==> config.mk <==
export PLATFORM = sky130hd
export DESIGN_NAME = pwm_wavegen
export DESIGN_NICKNAME = d
export VERILOG_FILES = /design/src/rtl/pwm_wavegen.sv
export SDC_FILE = /design/constraint.sdc
export NUM_CORES = 1
export LEC_CHECK = 0
export BUFFER_PORTS_ARGS = -buffer_cell sky130_fd_sc_hd__buf_2
export CAP_MARGIN = 20
export CORE_MARGIN = 5
export CORE_UTILIZATION = 68
export CTS_CLUSTER_SIZE = 14
export DETAILED_ROUTE_END_ITERATION = 12
export GPL_TIMING_DRIVEN = 1
export MAX_ROUTING_LAYER = met4
export PLACE_DENSITY_LB_ADDON = 0.25
export SYNTH_ARGS = -nofsm -noshare
export SYNTH_HDL_FRONTEND = slang
export SYNTH_SLANG_ARGS = --single-unit
==> constraint.sdc <==
create_clock -name clk -period 8 [get_ports clk]
set_input_delay 0.8 -clock clk [delete_from_list [all_inputs] [get_ports clk]]
set_output_delay 0.8 -clock clk [all_outputs]
set_load 0.01 [all_outputs]
==> src/rtl/pwm_wavegen.sv <==
// -----------------------------------------------------------------------------
// pwm_wavegen
//
// Purpose
//   Multi-channel, clock-synchronous PWM / waveform generator. Each channel
//   runs a free counter over a programmable period and drives its output high
//   for the first `ton` cycles of every period. A new configuration is first
//   written into a per-channel shadow register. It is copied into the active
//   register only at the channel's period boundary, or at once when the
//   channel is idle, so a running waveform is never cut short or glitched.
//
// Parameters
//   NUM_CH  number of independent channels (>= 1)
//   CNT_W   width of the period, on-time and counter fields
//   CH_W    channel-select width, derived from NUM_CH (minimum 1)
//
// Ports
//   clk           in   1       system clock; all state changes on posedge
//   rst           in   1       synchronous, active-high reset
//   cfg_valid     in   1       configuration request
//   cfg_ready     out  1       request accepted when cfg_valid && cfg_ready
//   cfg_ch        in   CH_W    target channel
//   cfg_period    in   CNT_W   period in cycles (0 disables the channel)
//   cfg_ton       in   CNT_W   on-time in cycles
//   cfg_en        in   1       channel enable
//   pwm_out       out  NUM_CH  per-channel waveform
//   period_start  out  NUM_CH  one-cycle pulse in the first cycle of a period
// -----------------------------------------------------------------------------
module pwm_wavegen #(
    parameter int NUM_CH = 4,
    parameter int CNT_W  = 16,
    localparam int CH_W  = (NUM_CH > 1) ? $clog2(NUM_CH) : 1
) (
    input  logic              clk,
    input  logic              rst,
    input  logic              cfg_valid,
    output logic              cfg_ready,
    input  logic [CH_W-1:0]   cfg_ch,
    input  logic [CNT_W-1:0]  cfg_period,
    input  logic [CNT_W-1:0]  cfg_ton,
    input  logic              cfg_en,
    output logic [NUM_CH-1:0] pwm_out,
    output logic [NUM_CH-1:0] period_start
);

    // One channel configuration: the same layout is used for the shadow
    // copy (written by the config port) and the active copy (decoded).
    typedef struct packed {
        logic [CNT_W-1:0] period;
        logic [CNT_W-1:0] ton;
        logic             en;
    } ch_cfg_t;

    // Per-channel status collected from the channel slices below.
    logic [NUM_CH-1:0] pend_vec;
    logic [NUM_CH-1:0] wr_sel;
    logic              accept;

    // Config handshake: a transfer happens on a rising edge where both
    // cfg_valid and cfg_ready are high. cfg_ready is low only while the
    // addressed channel still holds an unapplied shadow value; it is a pure
    // function of cfg_ch and the pend flags, never of cfg_valid, so a
    // requester may wait on it freely. A channel number outside the
    // implemented range is always ready and its write is silently dropped.
    always_comb begin
        cfg_ready = 1'b1;
        for (int i = 0; i < NUM_CH; i++) begin
            if (cfg_ch == CH_W'(i)) begin
                cfg_ready = !pend_vec[i];
            end
        end
    end

    assign accept = cfg_valid && cfg_ready;

    // Write strobe per channel; an out-of-range cfg_ch matches no channel.
    always_comb begin
        wr_sel = '0;
        for (int i = 0; i < NUM_CH; i++) begin
            wr_sel[i] = accept && (cfg_ch == CH_W'(i));
        end
    end

    for (genvar i = 0; i < NUM_CH; i++) begin : g_ch

        ch_cfg_t          act;
        ch_cfg_t          shd;
        logic             pend;
        logic [CNT_W-1:0] cnt;

        logic             running;
        logic             at_end;
        logic             apply;

        // A channel with period 0 or enable low is idle: its counter rests
        // at 0 and its outputs are low.
        assign running = act.en && (act.period != '0);

        // Last cycle of the current period. For period 1 this is true every
        // cycle, so the counter stays at 0 and period_start stays high.
        assign at_end = (cnt == (act.period - CNT_W'(1)));

        // The shadow value moves to the active copy at the period boundary,
        // or on the very next edge when the channel is idle. pend must
        // already be set before the edge, so a write accepted on a boundary
        // edge waits for the following boundary.
        assign apply = pend && (!running || at_end);

        always_ff @(posedge clk) begin
            if (rst) begin
                act  <= '0;
                shd  <= '0;
                pend <= 1'b0;
                cnt  <= '0;
            end else begin
                // wr_sel requires pend == 0 and apply requires pend == 1,
                // so the two branches below never fire on the same edge.
                if (wr_sel[i]) begin
                    shd.period <= cfg_period;
                    shd.ton    <= cfg_ton;
                    shd.en     <= cfg_en;
                    pend       <= 1'b1;
                end

                if (apply) begin
                    act  <= shd;
                    cnt  <= '0;
                    pend <= 1'b0;
                end else if (running) begin
                    cnt <= at_end ? '0 : cnt + CNT_W'(1);
                end else begin
                    cnt <= '0;
                end
            end
        end

        assign pend_vec[i] = pend;

        // Outputs decode flops only. The unsigned compare makes ton >= period
        // a constant-high waveform and ton == 0 a constant-low one.
        assign pwm_out[i]      = running && (cnt < act.ton);
        assign period_start[i] = running && (cnt == '0);

        // Structural invariants of the channel slice.
        a_wr_apply_excl : assert property (@(posedge clk) disable iff (rst)
            !(wr_sel[i] && apply));
        a_cnt_in_range : assert property (@(posedge clk) disable iff (rst)
            running |-> (cnt < act.period));

    end : g_ch

endmodule
* Word level (Yosys, flattened, before mapping)
Index checks and enable logic that the tools add are counted.
** Cells by class
- Order comparisons :: 4
- Bitwise logic cells :: 4
- $add $sub $neg :: 8
- Eq/ne operators :: 7
- Muxes and demuxes :: 4
- Reduce and logical (&&, ||, !) cells :: 50
** Operators by type and width (number)
- adder 16 x 1 -> 16 bit (second input constant) :: 4
- == test 16 bit :: 4
- logical NOT 16 bit :: 4
- less-than comparator 16 bit :: 4
- nonzero test 16 bit :: 4
- subtractor 16 x 1 -> 16 bit (second input constant) :: 4
- logical AND 1 bit :: 21
- OR reduction 4 bit :: 4
- logical NOT 1 bit :: 8
- OR reduction 2 bit :: 4
- == test 2 bit (second input constant) :: 2
- logical OR 1 bit :: 4
- 2-to-1 mux 1 bit :: 4
- inverter 1 bit :: 4
- == test 2 x 1 -> 1 bit (second input constant) :: 1
- logical NOT 2 bit :: 1
** Storage, ports and cells
- Word-level logic and storage cells :: 109
- Register bits after elaboration :: 332
- Bits of input ports :: 38

* Depth between registers and ports, before layout
- Depth in word-level cells :: 7
- Gate-level depth with buffers :: 12

* Worst setup path before layout
OpenSTA, ideal clock, no wires.
- Path kind :: register to register
- From :: reg g_ch[3].act[17] (netlist bit)
- To :: reg g_ch[3].act[10] (netlist bit)
- Cell stages (with the launch flop) :: 12
- Path slack :: 5.056 ns
- Data required time :: 7.928 ns
- Period minus slack after synthesis :: 2.944 ns
- Arrival time :: 2.872 ns
- Buffers on the path :: 2
- Path through :: dfxtp_1 -> inv_1 -> ha_1 -> clkbuf_1 -> nand2b_1 -> or4b_1 -> a211o_1 -> a22oi_2 -> nand4_2 -> o31ai_4 -> buf_8 -> mux2i_1
** Between the ends
- Longest elaborated chain between the ends :: 5
- Elaborated cells between the ends (all ways) :: 7
- Classes of those cells :: add/sub: 1; eq/ne: 1; reduce/logical: 5
** Ends and longest elaborated chain
- start: declaration :: RTL line 86 : ch_cfg_t act;
- start signal: assignment :: RTL line 111 : act <= '0;
- start signal: assignment :: RTL line 126 : act <= shd;
- parallel branches: the longest is 3 deep, another holds subtractor 16 x 1 -> 16 bit
- logical OR 1 bit (*) :: RTL line 107 : assign apply = pend && (!running || at_end);
- logical AND 1 bit (*) :: RTL line 107
Every way passes the cells marked *.
A chain may end at the register's enable or synchronous reset.

* Worst setup path in the final report
- From :: reg g_ch[1].act[17] (netlist bit)
- To :: out pwm_out[1]
** Between the ends
- Longest elaborated chain between the ends :: 3
** Ends and longest elaborated chain
- start: declaration :: RTL line 86
- start signal: assignment :: RTL line 111
- start signal: assignment :: RTL line 126
- nonzero test 16 bit :: RTL line 97 : assign running = act.en && (act.period != '0);
- logical AND 1 bit :: RTL line 97
- logical AND 1 bit :: RTL line 141 : assign pwm_out[i] = running && (cnt < act.ton);
- end: declaration :: RTL line 42 : output logic [NUM_CH-1:0] pwm_out,
Every way passes these cells.

==> summary.txt <==
Drt
  – DR vias: 15074
  – Vias/cell: 6.03
  – DR WL/cell: 18.0 µm
  – Antenna Violating Nets Remaining: 0
  – WL final: between 40000 and 50000 µm
  – DR DRC count: 0
  – Iter 0 DRT Violations: 1388
  – Pre-Repair DR Iteration Count: 5

Timing
  – Clock Skew: 0.0218 ns
  – Max-slew violation count: 0
  – RSZ-0062 raised after global routing: false
  – # setup viols final: 0
  – Slew headroom: 0.327
  – Final period util: 0.524
  – Maximum clock frequency: approximately 240 MHz
  – Setup TNS: 0 ns
  – Worst slew pin tran: 1.01 ns
  – Crit path time final: 4.19 ns
  – Fin. Hold Viols: 0

Global route
  – Largest net degree at the start of global routing: ~270
  – Antenna violations before repair: 0
  – Vias in the first global route: about 14000
  – GR Overflow Total: 0
  – First-pass GRT wire length: 72300 µm
  – GRT Total Usage: 0.309

Critical path
  – Crit-path cells: inv_1 > ha_1 > nor2b_1 > nand3_1 > o21ai_4 > buf_4 > a211oi_1 > o21ai_0 > a21oi_1 > buf_2
  – Worst reg-to-reg setup slack: 4.20 ns
  – Max stage delay on crit path: 0.50 ns
  – Required @ worst endpoint: approximately 7.2 ns
  – Startpoint types: register
  – Crit end category: primary output
  – Slowest library cell on the worst path: buf_4
  – Crit path DAT: about 3.4 ns
  – WS Path Type: reg2out
  – Worst-path fanout max: 53

Clock tree
  – CTS tree: done
  – CTS Root Buffer Type: clkbuf_16
  – CTS buffer count: 37
  – Num Clock Sinks: 332
  – Worst-path clk slew: 0.06 ns
  – Clk buf depth: 3
  – Hold_buf cts: 0
  – Worst-Skew Late Latency: 0.52 ns
  – # H-tree levels: 2
  – Setup Buffers After CTS: 0
  – Post-CTS sizing: 0

Logic synthesis
  – Synth Cell Area: 0.0178 mm²
  – Mapped Cells: 2184
  – Post-synth EDFFs: 0
  – Simple-Gate Fraction of Synth Area: 0.279
  – Synth area leaders: dfxtp_1 37%, nand2_1 7.6%, nand2b_1 7.3%, mux2i_1 6.5%, ha_1 5.1%
  – Post-Syn Nets: roughly 2300
  – Register bit total from synthesis: 332
  – XOR/XNOR Fraction of Synth Area: 0.0667
  – Synth Area in Adders: 0.0506
  – Post-synth top area share: 0.373
  – Top-count cell post-synth: nand2_1
  – Multiplexer area fraction after synthesis: 0.0671
  – Synth top cells by count: 360 x nand2_1, 332 x dfxtp_1, 208 x nand2b_1
  – Largest family of logic cells by synthesized area: simple AND/OR/NAND/NOR gates
  – Top_reg_cell synth: dfxtp_1
  – Sequential share of the synthesized area: 0.373
  – Synth warn: 0
  – Distinct cell type count after synthesis: 72
  – Compound-Gate Fraction of Synth Area: 0.107
  – Syn Area/Cell: 8.16 µm²
  – Ys async rst share: 0
  – Dominant cell type by area after synthesis: dfxtp_1

Power
  – Share of power burned in combinational logic: 0.050
  – Pleak: 0.00688 µW
  – Final total power: 3660 µW
  – Pint: approximately 2800 µW
  – Maximum VDD drop: 0.273 mV
  – Clock share of power: 0.487
  – Psw: slightly above 800 µW
  – Sequential Power Share: 0.463
  – Power per cell area: 189 mW/mm²
  – Sw Share: 0.223

Run status
  – Outcome: completed

Placed design
  – Routability cong.: 0.912
  – Dpl hpwl: ~30000 µm
  – Port buffer count: 46

Floorplan
  – # IOs: 47
  – Cell row count: just under 60
  – Initial Util: 0.688
  – Die Y: about 170 µm
  – Core area: 0.0259 mm²
  – Total die area: between 0.02 and 0.03 mm²
  – Die X: 172 µm

Cells and area
  – Syn-to-layout area delta: 8.79%
  – ANT cells: 0
  – Nets: 2249
  – Final core utilization: 0.748
  – Fraction of layout cells with a size suffix above 1: 0.0771

Flow run
  – Max cap viols: 0

Min path
  – Hold WC Path Type: reg2reg
## cell type report
cell class                      count  area, µm²
Clock buffer                       52       1070
Clock inverter                     14        205
Fill cell                        1944       6530
Inverter                           99        372
Multi-Input combinational cell   1604      10200
Sequential cell                   332       6650
Tap cell                          335        419
Timing Repair Buffer               65        439
## critical path: cells and delay by family (launching register included)
family                     cells  cell delay, ns
and+or+nand+nor                2            0.74
buffers and inverters          3            0.76
DFF                            1            0.34
AOI/OAI and AO/OA              4            0.72
adders and majority gates      1            0.27
## final timing paths
kind	from	to	cells past startpoint
worst max register to register	g_ch[3].act[17]	g_ch[3].act[0]	10
worst min-delay path	g_ch[2].shd[6]	g_ch[2].shd[6]	2
worst min register to register	g_ch[2].shd[6]	g_ch[2].shd[6]	2
worst max-delay path	g_ch[1].act[17]	pwm_out[1]	10
## stage by stage
| step | hold WS, ns | std cells | cell area, µm² | worst slack, ns |
|---|---|---|---|---|
| final | 0.453 | 2501 | 19400 | 3.81 |
| after global routing | 0.464 | 2501 | 19400 | 3.56 |
| after CTS | 0.455 | 2499 | 19300 | 3.85 |
| after detailed placement | 0.447 | 2433 | 18100 | 4.22 |
| after global placement | 0.442 | 2432 | 18000 | 4.31 |
| after floorplan | 0.436 | 2184 | 17800 | 5.06 |
## power groups by stage
stage	clock network (µW)	logic, µW	registers [µW]
2_1_floorplan	0	124	1730
3_3_place_gp	0	175	1730
3_5_place_dp	0	180	1730
4_1_cts	1800	181	1690
5_1_grt	1880	198	1700
6_report	1780	184	1700
## placed cells by master (no fill, tap or decap), drive strengths merged, types with 18 or more instances in the layout
master	netlist	layout
o311ai	18	18
o21ai	22	22
nor3b	18	18
ha	72	72
nor2	95	95
buf	23	65
a21oi	163	163
clkbuf	126	52
nand2	360	360
nand4	29	29
mux2i	116	116
inv	99	101
a21o	28	28
xor2	70	70
nand3	60	60
xnor2	63	63
nor3	92	92
nand2b	208	208
nor4	31	31
dfxtp	332	332
## logic make-up after synthesis
| kind of cell | count (synthesis) |
|---|---|
| and+or+nand+nor | 976 |
| xor gates and xnor gates | 134 |
| muxes | 118 |
| adders and majority gates | 72 |
| AOI/OAI and AO/OA | 304 |
| buffers and inverters | 248 |
| DFF | 332 |
## flip-flops by register name, indices dropped and copies added (netlist names)
| signal | cells |
|---|---|
| g_ch.shd | 132 |
| g_ch.cnt | 64 |
| g_ch.pend | 4 |
| g_ch.act | 132 |
## layer usage
layer  wire (µm)  GRT usage
met2       20700      0.480
met5           0          -
met3        2860     0.0421
met1       19400      0.406
met4        2000      0.133
Note: power is estimated with default switching activity, not from simulation.
